[src/rtl/approx_mult_pipe.sv]
// Pipelined unsigned W x W multiplier with a runtime exact/approximate mode, valid/ready
// flow control and a saturating count of approximate results delivered.
module approx_mult_pipe #(
    parameter int W      = 8,
    parameter int L      = 4,
    parameter int STAGES = 2,
    parameter int CNT_W  = 16
) (
    input  logic             clk_i,
    input  logic             rst_i,
    input  logic             in_valid_i,
    output logic             in_ready_o,
    input  logic [W-1:0]     x_i,
    input  logic [W-1:0]     y_i,
    input  logic             mode_i,
    output logic             out_valid_o,
    input  logic             out_ready_i,
    output logic [2*W-1:0]   z_o,
    output logic             out_mode_o,
    output logic [CNT_W-1:0] approx_cnt_o
);

    localparam int PW       = 2 * W;
    localparam int NumPairs = (L + 1) / 2;

    function automatic logic pp_bit(input logic [W-1:0] x, input logic [W-1:0] y,
                                    input int i, input int c);
        int j;
        j      = c - i;
        pp_bit = 1'b0;
        if (j >= 0 && j < W) begin
            pp_bit = x[i] & y[j];
        end
    endfunction

    logic [PW-1:0] exact_prod;
    logic [PW-1:0] hi_prod;
    logic [PW-1:0] lo_approx;
    logic [PW-1:0] prod;
    logic          col_or;
    logic          pa;
    logic          pb;

    always_comb begin
        exact_prod = PW'(x_i) * PW'(y_i);
        hi_prod    = (PW'(x_i[W-1:L]) * PW'(y_i)) << L;

        // Column W-1 collapses to a single OR, promoted one weight up.
        col_or = 1'b0;
        for (int i = 0; i < L; i++) begin
            col_or = col_or | (x_i[i] & y_i[W-1-i]);
        end
        lo_approx = PW'(col_or) << W;

        // Upper columns: each row pair compresses to OR at weight c plus AND at c+1.
        pa = 1'b0;
        pb = 1'b0;
        for (int p = 0; p < NumPairs; p++) begin
            for (int c = W; c < W + L - 1; c++) begin
                pa        = pp_bit(x_i, y_i, 2 * p, c);
                pb        = (2 * p + 1 < L) ? pp_bit(x_i, y_i, 2 * p + 1, c) : 1'b0;
                lo_approx = lo_approx + (PW'(pa | pb) << c) + (PW'(pa & pb) << (c + 1));
            end
        end

        prod = mode_i ? (hi_prod + lo_approx) : exact_prod;
    end

    logic [STAGES-1:0] vld_q;
    logic [STAGES-1:0] vld_d;
    logic [STAGES-1:0] mode_q;
    logic [STAGES-1:0] mode_d;
    logic [PW-1:0]     z_q [STAGES];
    logic [PW-1:0]     z_d [STAGES];
    logic [CNT_W-1:0]  cnt_q;
    logic [CNT_W-1:0]  cnt_d;
    logic              en;
    logic              out_fire;

    assign en       = out_ready_i | ~vld_q[STAGES-1];
    assign out_fire = vld_q[STAGES-1] & out_ready_i;

    always_comb begin
        vld_d  = vld_q;
        mode_d = mode_q;
        z_d    = z_q;
        if (en) begin
            // in_ready equals en, so in_valid here is exactly the input transfer.
            vld_d[0]  = in_valid_i;
            mode_d[0] = mode_i;
            z_d[0]    = prod;
            for (int s = 1; s < STAGES; s++) begin
                vld_d[s]  = vld_q[s-1];
                mode_d[s] = mode_q[s-1];
                z_d[s]    = z_q[s-1];
            end
        end

        cnt_d = cnt_q;
        if (out_fire && mode_q[STAGES-1] && (cnt_q != '1)) begin
            cnt_d = cnt_q + 1'b1;
        end
    end

    always_ff @(posedge clk_i) begin
        if (rst_i) begin
            vld_q  <= '0;
            mode_q <= '0;
            cnt_q  <= '0;
            for (int s = 0; s < STAGES; s++) begin
                z_q[s] <= '0;
            end
        end else begin
            vld_q  <= vld_d;
            mode_q <= mode_d;
            cnt_q  <= cnt_d;
            z_q    <= z_d;
        end
    end

    assign in_ready_o   = en;
    assign out_valid_o  = vld_q[STAGES-1];
    assign z_o          = z_q[STAGES-1];
    assign out_mode_o   = mode_q[STAGES-1];
    assign approx_cnt_o = cnt_q;

endmodule

[config.mk]
export PLATFORM = sky130hd
export DESIGN_NAME = approx_mult_pipe
export DESIGN_NICKNAME = d
export VERILOG_FILES = /design/src/rtl/approx_mult_pipe.sv
export SDC_FILE = /design/constraint.sdc
export NUM_CORES = 1
export LEC_CHECK = 0
export ABC_AREA = 1
export CORE_MARGIN = 5
export CORE_UTILIZATION = 55
export DETAILED_ROUTE_END_ITERATION = 8
export MAX_ROUTING_LAYER = met4
export PLACE_DENSITY = 0.83
export REMOVE_ABC_BUFFERS = 1
export SYNTH_ARGS = -nofsm -noshare
export SYNTH_HDL_FRONTEND = slang
export SYNTH_SLANG_ARGS = --single-unit
[constraint.sdc]
create_clock -name clk_i -period 5.8 [get_ports clk_i]
set_clock_uncertainty 0.1 [all_clocks]
set_input_delay 1.16 -clock clk_i [delete_from_list [all_inputs] [get_ports clk_i]]
set_output_delay 1.16 -clock clk_i [all_outputs]
set_load 0.05 [all_outputs]
==> impl_metrics.ini, run 1 <==
[outcome]
outcome = finished, final reports clean

[logic_synthesis]
synth_edf_count = 0
ys_types = 33
synth_ff_type = dfxtp_1
ys_seq_area_share_pct = 18.1
synth.most_common_cell = inv_1
ys_ff_latch = 52
yosysTopAreaCell = dfxtp_1
synthCells = 824
yosysWarningCount = 0
avgSynthCellArea_um2 = 6.98
synthTopCellsByArea = dfxtp_1, fa_1, ha_1
synth_top_area_share_pct = 18.1
synth.cell_area_um2 = 5760
synth_common_cells = inv_1, nand2_1, nor2_1
async_reset_ff_share_pct = 0

[clock_tree]
ctsHoldBuffers = 0
cts_max_level = 2
cts_buffers = 5
clockBufferDepth = 2
cts-root-buf = clkbuf_8
cts_tree = done
cts_sinks = 52
clock_latency_ns = 0.31
path_clk_slew_ns = 0.10

[final_layout]
antenna_cells = 0
layout.nets = 1012
seqCellArea_um2 = 1040
drive_gt1_share_pct = 7.28
synthToLayoutAreaGrowth_pct = 15.3
num-fill-cells = 920
final_core_util_pct = 64.6
multi_input_area_um2 = 3830
design_area_um2 = 6640

[setup_path]
critPathBufInv = 6
endpoint_kind = flop
start_kind = input port
slowest_delay_ns = 0.52
cp_cell_sequence = clkdlybuf4s50_1 -> buf_4 -> nand2_1 -> fa_1 -> fa_1 -> inv_1 -> ha_1 -> nand3_1 -> nand3_1 -> xor2_1 -> fa_1 -> ha_1 -> inv_1 -> fa_1 -> inv_1 -> nand3_1 -> nand2_1 -> nand3_1 -> nand2_1 -> o21ai_0 -> o21bai_1 -> inv_1
crit_family = adder cells
crit_slowest_cell = fa_1
critical_path_class = input port to flop
cp.required_ns = 5.91
cp_max_fo = 7
crit_arrival_ns = 5.62

[global_routing]
grt_pass1_wl_um = 22000
track_usage_pct = 21.2
grt_max_degree = 43
grt-ovfl-total = 0
grt_antenna_before_repair = 0
grt_pass1_vias = 5020

[die]
initial_core_util_pct = 56.0
rows = 37
dieArea_um2 = 12600
coreArea_um2 = 10300
die_w_um = 112
chipHeight_um = 112
io_pins = 56

[sta]
worst_pin_slew_ns = 1.02
min_period_over_period_pct = 95.0
finalMaxSlewViolations = 0
finalHoldViolations = 0
tns_ns = 0
rsz0062_at_grt = no
finalCriticalPeriod_ns = 5.51
setup_viol = 0
slew_headroom_pct = 32.3
fmax_mhz = 181

[drt]
postRouteAntennaNets = 0
wl_per_cell_um = 12.4
drc = 0
drtPass1Iterations = 5
drt_iter0_markers = 293
wirelength_um = 12600
via_count = 5225
drt-vias-per-instance = 5.15

[placement]
dp_hpwl_um = 10600
place_area_um2 = 6520
gp_congestion = 0.916
port_buffers = 55

[power_and_ir_drop]
total_power_uw = 1760
peakVddDrop_mv = 0.177
leakagePower_uw = 0.00363
p_per_area_nw_per_um2 = 266

[run]
cap_violations = 0

[hold_path]
hold_path_class = flop to flop
-- worst reg2reg max path, cell delays in order, from the launching register on --
cell and delay, ns:
dfxtp_1 0.37, ha_1 0.24, nand3_1 0.16, nor2_4 0.07
nand3_2 0.08, nand2_4 0.10, inv_2 0.21, nand2_2 0.08
nor2_1 0.14, clkinv_1 0.10, o21ai_0 0.15, nor2_1 0.06
-- layout make-up --
type / instances / area share (%)
Multi-Input combinational cell: 550 / 57.7
Sequential cell: 52 / 15.7
Timing Repair Buffer: 94 / 12.7
Inverter: 175 / 9.89
Tap cell: 136 / 2.56
Clock buffer: 5 / 1.04
Clock inverter: 3 / 0.433
-- sequential cells by signal, indices dropped and copies added (netlist names) --
register / flops
approx_cnt_o: 16
mode_q: 2
vld_q: 2
z_o: 16
z_q: 16
-- cell families (layout without fill, tap and decap cells) --
| logic type | after synthesis | in the layout | synth area share, % |
|---|---|---|---|
| XOR/XNOR | 15 | 15 | 2.28 |
| AO/OA/AOI/OAI | 117 | 117 | 11.0 |
| AND/OR/NAND/NOR | 305 | 305 | 22.2 |
| buffers and inverters | 222 | 277 | 15.7 |
| adder cells (fa/ha/maj) | 113 | 113 | 30.8 |
| flip-flops | 52 | 52 | 18.1 |
-- repair_timing --
item | in CTS | in global routing
resized for setup | 0 | 3
buffers inserted | 0 | 0
endpoints found under the setup margin | 0 | 2
-- per-layer routing --
metal	vias to the layer above	global-route usage, %	routed length [um]
met5	-	-	0
met4	0	4.65	211
met3	25	2.64	523
met2	136	36.7	6130
met1	2438	26.5	5770
li1	2626	-	-
-- power breakdown --
group	internal [uW]	switching (uW)
registers	404	22.0
logic	456	658
clock network	91.3	133
-- through the flow --
step | hold WS, ns | worst slack [ns] | std cells
floorplan | 0.322 | 0.519 | 777
global placement | 0.341 | 0.0124 | 1007
detailed placement | 0.344 | -0.111 | 1007
CTS | 0.360 | 0.214 | 1015
global route | 0.385 | 0.0273 | 1015
finish | 0.358 | 0.290 | 1015
-- worst paths after layout --
check / start / endpoint / slack [ns] / cells after the start
max: x_i[5] / z_q[29] / 0.29 / 22
min: z_q[20] / z_o[4] / 0.36 / 2
max reg2reg: approx_cnt_o[0] / approx_cnt_o[7] / 3.84 / 11
min reg2reg: z_q[20] / z_o[4] / 0.36 / 2
-- cells in the final DEF (no fill, tap or decap), types with 6 or more instances in the layout --
cell type        count
a31oi_1              8
nand2_1            165
inv_1              173
xnor2_1              9
buf_4               40
fa_1                48
clkdlybuf4s50_1     53
nand3_1             39
dfxtp_1             52
xor2_1               6
nor2_1              75
o21ai_0             54
o21bai_1             7
a21oi_1             41
ha_1                64
nor3_1               7
Note: power is estimated with default switching activity, not from simulation.
==> run 2, diff against run 1 <==
CORE_MARGIN = 2   (was 5)
GPL_TIMING_DRIVEN = 1   (was default)
RECOVER_POWER = 25   (was default)
==> run 2 against run 1 <==
- wire length rose by 0.99%
- setup slack improved by 0.0076 ns
- cell area rose by 0.53%
- first-iteration DRC count rose by 13%
- critical path depth rose by 2
- utilization rose by 0.63 points
- largest power group unchanged
- highest routed layer unchanged
==> impl_metrics.ini, run 2 (synthesized netlist as in run 1, its figures left out) <==
[clock_tree]
clockBufferDepth = 2
cts-root-buf = clkbuf_8
path_clk_slew_ns = 0.09
cts_setup_buffers = 0
ctsHoldBuffers = 0
cts_max_level = 2
cts_resized = 0
cts_tree = done
cts_sinks = 52
clock_latency_ns = 0.31
cts_buffers = 5

[final_layout]
final_core_util_pct = 65.2
synthToLayoutAreaGrowth_pct = 16.0
seqCellArea_um2 = 1040
antenna_cells = 0
final_common_cell = inv_1
stdcell_count = 1013
drive_gt1_share_pct = 7.30
layout.nets = 1010
num-fill-cells = 895
final_cell_mix = inv_1, nand2_1, nor2_1
design_area_um2 = 6670
multi_input_area_um2 = 3860

[global_routing]
grt_pass1_wl_um = 22800
grt-ovfl-total = 0
grt_max_degree = 43
grt_pass1_vias = 5291
grt_antenna_before_repair = 0
track_usage_pct = 25.1

[sta]
finalHoldViolations = 0
min_period_over_period_pct = 94.9
tns_ns = 0
setup_viol = 0
fmax_mhz = 182
finalCriticalPeriod_ns = 5.50
worst_pin_slew_ns = 0.983
finalMaxSlewViolations = 0
slew_headroom_pct = 34.4

[outcome]
outcome = finished, final reports clean

[setup_path]
crit_family = adder cells
cp_cell_sequence = clkdlybuf4s50_1 -> buf_6 -> nand2_1 -> xor2_1 -> ha_1 -> fa_1 -> ha_1 -> nand3_1 -> nand3_2 -> xnor2_2 -> fa_1 -> inv_1 -> ha_1 -> ha_1 -> inv_1 -> fa_1 -> inv_1 -> nand3_1 -> nand2_1 -> nand3_1 -> nand2_1 -> o21ai_0 -> o21bai_1 -> inv_1
path_depth = 24
r2r_cells = 11
critical_path_class = input port to flop
crit_path_end = z_q[29]
cp_max_fo = 7
crit_start = x_i[6]
endpoint_kind = flop
regToRegSetupSlack_ns = 3.51
r2r-start = approx_cnt_o[0]
crit_arrival_ns = 5.61
crit_slowest_cell = clkdlybuf4s50_1
critPathBufInv = 6
start_kind = input port
rr_endpoint = approx_cnt_o[3]
cp.required_ns = 5.91
slowest_delay_ns = 0.51

[drt]
wl_per_cell_um = 12.6
drtPass1Iterations = 5
wirelength_um = 12800
postRouteAntennaNets = 0
drc = 0
via_count = 5187
drt-vias-per-instance = 5.12
drt_iter0_markers = 331

[die]
dieArea_um2 = 11300
chipHeight_um = 106
die_w_um = 106
io_pins = 56
coreArea_um2 = 10200
rows = 37
initial_core_util_pct = 56.3

[run]
cap_violations = 0

[power_and_ir_drop]
peakVddDrop_mv = 0.149
total_power_uw = 1820
p_per_area_nw_per_um2 = 273
leakagePower_uw = 0.00368

[placement]
port_buffers = 55
dp_hpwl_um = 10400
place_area_um2 = 6510
dp.cells = 1005
gp_congestion = 0.995

[hold_path]
hold_path_class = flop to flop
run 2: cell types whose count changed in the layout (fill, tap and decap cells not counted), moves of 2 or more:
cell | previous run | this run
buf_4 | 40 | 36
nand3_2 | 1 | 3
dlygate4sd3_1 | 0 | 15
clkdlybuf4s50_1 | 53 | 38
buf_6 | 0 | 2
nand3_1 | 39 | 37
run 2: cell type report:
class	count	share of cell area, %
Tap cell	136	2.55
Inverter	175	9.84
Timing Repair Buffer	92	12.5
Multi-Input combinational cell	550	57.8
Clock buffer	6	1.09
Clock inverter	2	0.581
Sequential cell	52	15.6
run 2: metal layers:
metal  global-route usage [%]  wire (um)
met5                        -          0
met4                     4.89        155
met3                     2.94        665
met2                     43.9       6380
met1                     31.4       5550
run 2: report_power, final:
group	switching, uW	internal [uW]	leakage (uW)
Combinational	672	471	0.00320
Clock	121	131	0.0000558
Sequential	21.5	404	0.000425
run 2: stage by stage:
stage / hold WS (ns) / worst slack (ns)
6_report: 0.349 / 0.298
5_1_grt: 0.402 / -0.0123
4_1_cts: 0.350 / 0.283
3_5_place_dp: 0.336 / -0.0224
3_3_place_gp: 0.338 / 0.0364
2_1_floorplan: 0.322 / 0.519
run 2: worst min-delay path by stage:
stage               cells after the start      to  slack [ns]    start
floorplan                               2  z_o[4]        0.32  z_q[20]
global placement                        2  z_o[4]        0.34  z_q[20]
detailed placement                      2  z_o[4]        0.34  z_q[20]
CTS                                     2  z_o[4]        0.35  z_q[20]
global route                            2  z_o[4]        0.40  z_q[20]
finish                                  2  z_o[4]        0.35  z_q[20]
run 2: worst reg2reg max path, cell delays in order (launching register included):
cell and delay [ns]:
dfxtp_1 0.45, ha_1 0.23, nand3_1 0.16, nor2_4 0.17
nand3_2 0.07, nand2_1 0.29, inv_1 0.30, nand2_2 0.13
nor2_1 0.06, clkinv_1 0.06, nand2_1 0.04, a21oi_1 0.16
==> run 3, diff against run 2 <==
CORE_MARGIN = 3   (was 2)
PLACE_DENSITY = 0.89   (was 0.83)
==> run 3 against run 2 <==
- clock power is 2% lower
- cell area is 0.11% lower
- fmax is 0.62% lower
- sequential share of layout area hardly changed
- clock-buffer cell count stayed put
- setup slack worse by 0.034 ns
- flip-flop and latch count stayed put
- utilization is 1.7 points higher
- critical path depth stayed put
- worst hold slack better by 0.0063 ns
- largest cell class unchanged
- total power is 0.91% lower
- highest routed layer unchanged
- die area is 3.8% higher
==> impl_metrics.ini, run 3 (synthesized netlist as in run 1, its figures left out) <==
[outcome]
outcome = finished, final reports clean

[run]
cap_violations = 0

[power_and_ir_drop]
leakagePower_uw = 0.00371
p_per_area_nw_per_um2 = 270
clkPwrFrac_pct = 13.7
total_power_uw = 1800
power.switching_uw = 809
internal-power_uw = 994
swShare_pct = 44.9
p_comb_share_pct = 62.7
seqPwrFrac_pct = 23.6
peakVddDrop_mv = 0.145

[setup_path]
cp.required_ns = 5.93
crit_arrival_ns = 5.66
critical_path_class = input port to flop
cp_max_fo = 7
start_kind = input port
endpoint_kind = flop

[die]
dieArea_um2 = 11700
rows = 36
coreArea_um2 = 9950
io_pins = 56
chipHeight_um = 108
die_w_um = 108
initial_core_util_pct = 57.8

[global_routing]
grt_pass1_wl_um = 22300
track_usage_pct = 23.6
grt-ovfl-total = 0
grt_antenna_before_repair = 0
grt_pass1_vias = 5105
grt_max_degree = 43

[final_layout]
layout.nets = 1010
drive_gt1_share_pct = 7.18
antenna_cells = 0
final_common_cell = inv_1
synthToLayoutAreaGrowth_pct = 15.8
final_cell_mix = inv_1, nand2_1, nor2_1
design_area_um2 = 6670

[clock_tree]
cts-root-buf = clkbuf_8
cts_max_level = 2
cts_setup_buffers = 0
cts_sinks = 52
path_clk_slew_ns = 0.09
clockBufferDepth = 2
cts_buffers = 5
cts_tree = done
clock_latency_ns = 0.30
ctsHoldBuffers = 0

[drt]
drt_iter0_markers = 264
via_count = 5230
wl_per_cell_um = 12.7
drtPass1Iterations = 5
wirelength_um = 12800
drt-vias-per-instance = 5.18
postRouteAntennaNets = 0
drc = 0

[sta]
finalCriticalPeriod_ns = 5.54
finalHoldViolations = 0
worst_pin_slew_ns = 1.08
fmax_mhz = 181
setup_viol = 0
fin_ws_ns = 0.263
min_period_over_period_pct = 95.5
slew_headroom_pct = 28.1
hold_slack_ns = 0.355
finalMaxSlewViolations = 0

[placement]
preCtsSetupSlack_ns = -0.121
place_area_um2 = 6500
gp_congestion = 0.945
port_buffers = 55
dp_hpwl_um = 10600

[hold_path]
hold_path_class = flop to flop
-- run 3: cell types whose count changed in the layout (fill, tap and decap cells not counted), sizes merged --
cell           before  now
dlymetal6s2s        1    5
buf                38   37
clkbuf              6    7
clkdlybuf4s50      38   35
dlygate4sd3        15   14
-- run 3: routing by layer --
metal	global-route usage, %	up-vias	wire length (um)
li1	-	2621	-
met3	3.28	36	786
met1	30.0	2400	5510
met5	-	-	0
met2	40.4	173	6220
met4	5.23	0	266
-- run 3: area by class of cell --
type | instances | area, um2
clock buffers | 6 | 72.6
clock inverters | 2 | 38.8
fillers | 835 | 3290
inverters | 175 | 657
multi-input cells | 550 | 3850
flip-flops and latches | 52 | 1040
well taps | 133 | 166
repair buffers | 92 | 838
-- run 3: final timing paths --
check        slack (ns)      from       to  cells after the start
max                0.26    y_i[2]  z_q[31]                     24
min                0.36   z_q[20]   z_o[4]                      2
max reg2reg        3.49  vld_q[1]  z_q[21]                      8
min reg2reg        0.36   z_q[20]   z_o[4]                      2
-- run 3: power groups by stage --
stage | logic, uW | clock network [uW] | registers (uW)
after detailed placement | 1110 | 0 | 434
after floorplan | 727 | 0 | 488
after CTS | 1120 | 253 | 426
after global placement | 1080 | 0 | 433
final | 1130 | 247 | 426
after global routing | 1300 | 269 | 433
-- run 3: what timing repair did --
action | in CTS | in global routing
resized for setup | 0 | 14
endpoints found under the setup margin | 0 | 2
endpoints found under the hold margin | 0 | 0
-- run 3: through the flow --
stage	utilization, %	instances	setup TNS (ns)
floorplan	-	777	0
global placement	65.3	1002	-0.0578
detailed placement	65.3	1002	-0.229
CTS	66.5	1010	0
global route	67.0	1010	-0.00229
finish	67.0	1010	0
-- run 3: critical path, stage by stage --
cell	delay (ns)
clkdlybuf4s50_1	0.43
buf_4	0.18
nand2_1	0.11
inv_1	0.06
ha_1	0.31
fa_2	0.62
ha_1	0.26
nand3_1	0.12
nand3_2	0.10
xnor2_2	0.15
fa_1	0.50
inv_1	0.05
ha_1	0.30
ha_1	0.18
inv_1	0.06
fa_1	0.35
inv_1	0.07
nand3_1	0.06
nand2_1	0.10
buf_4	0.11
nand3_1	0.07
nand2_1	0.06
nand3_1	0.07
a21oi_1	0.17
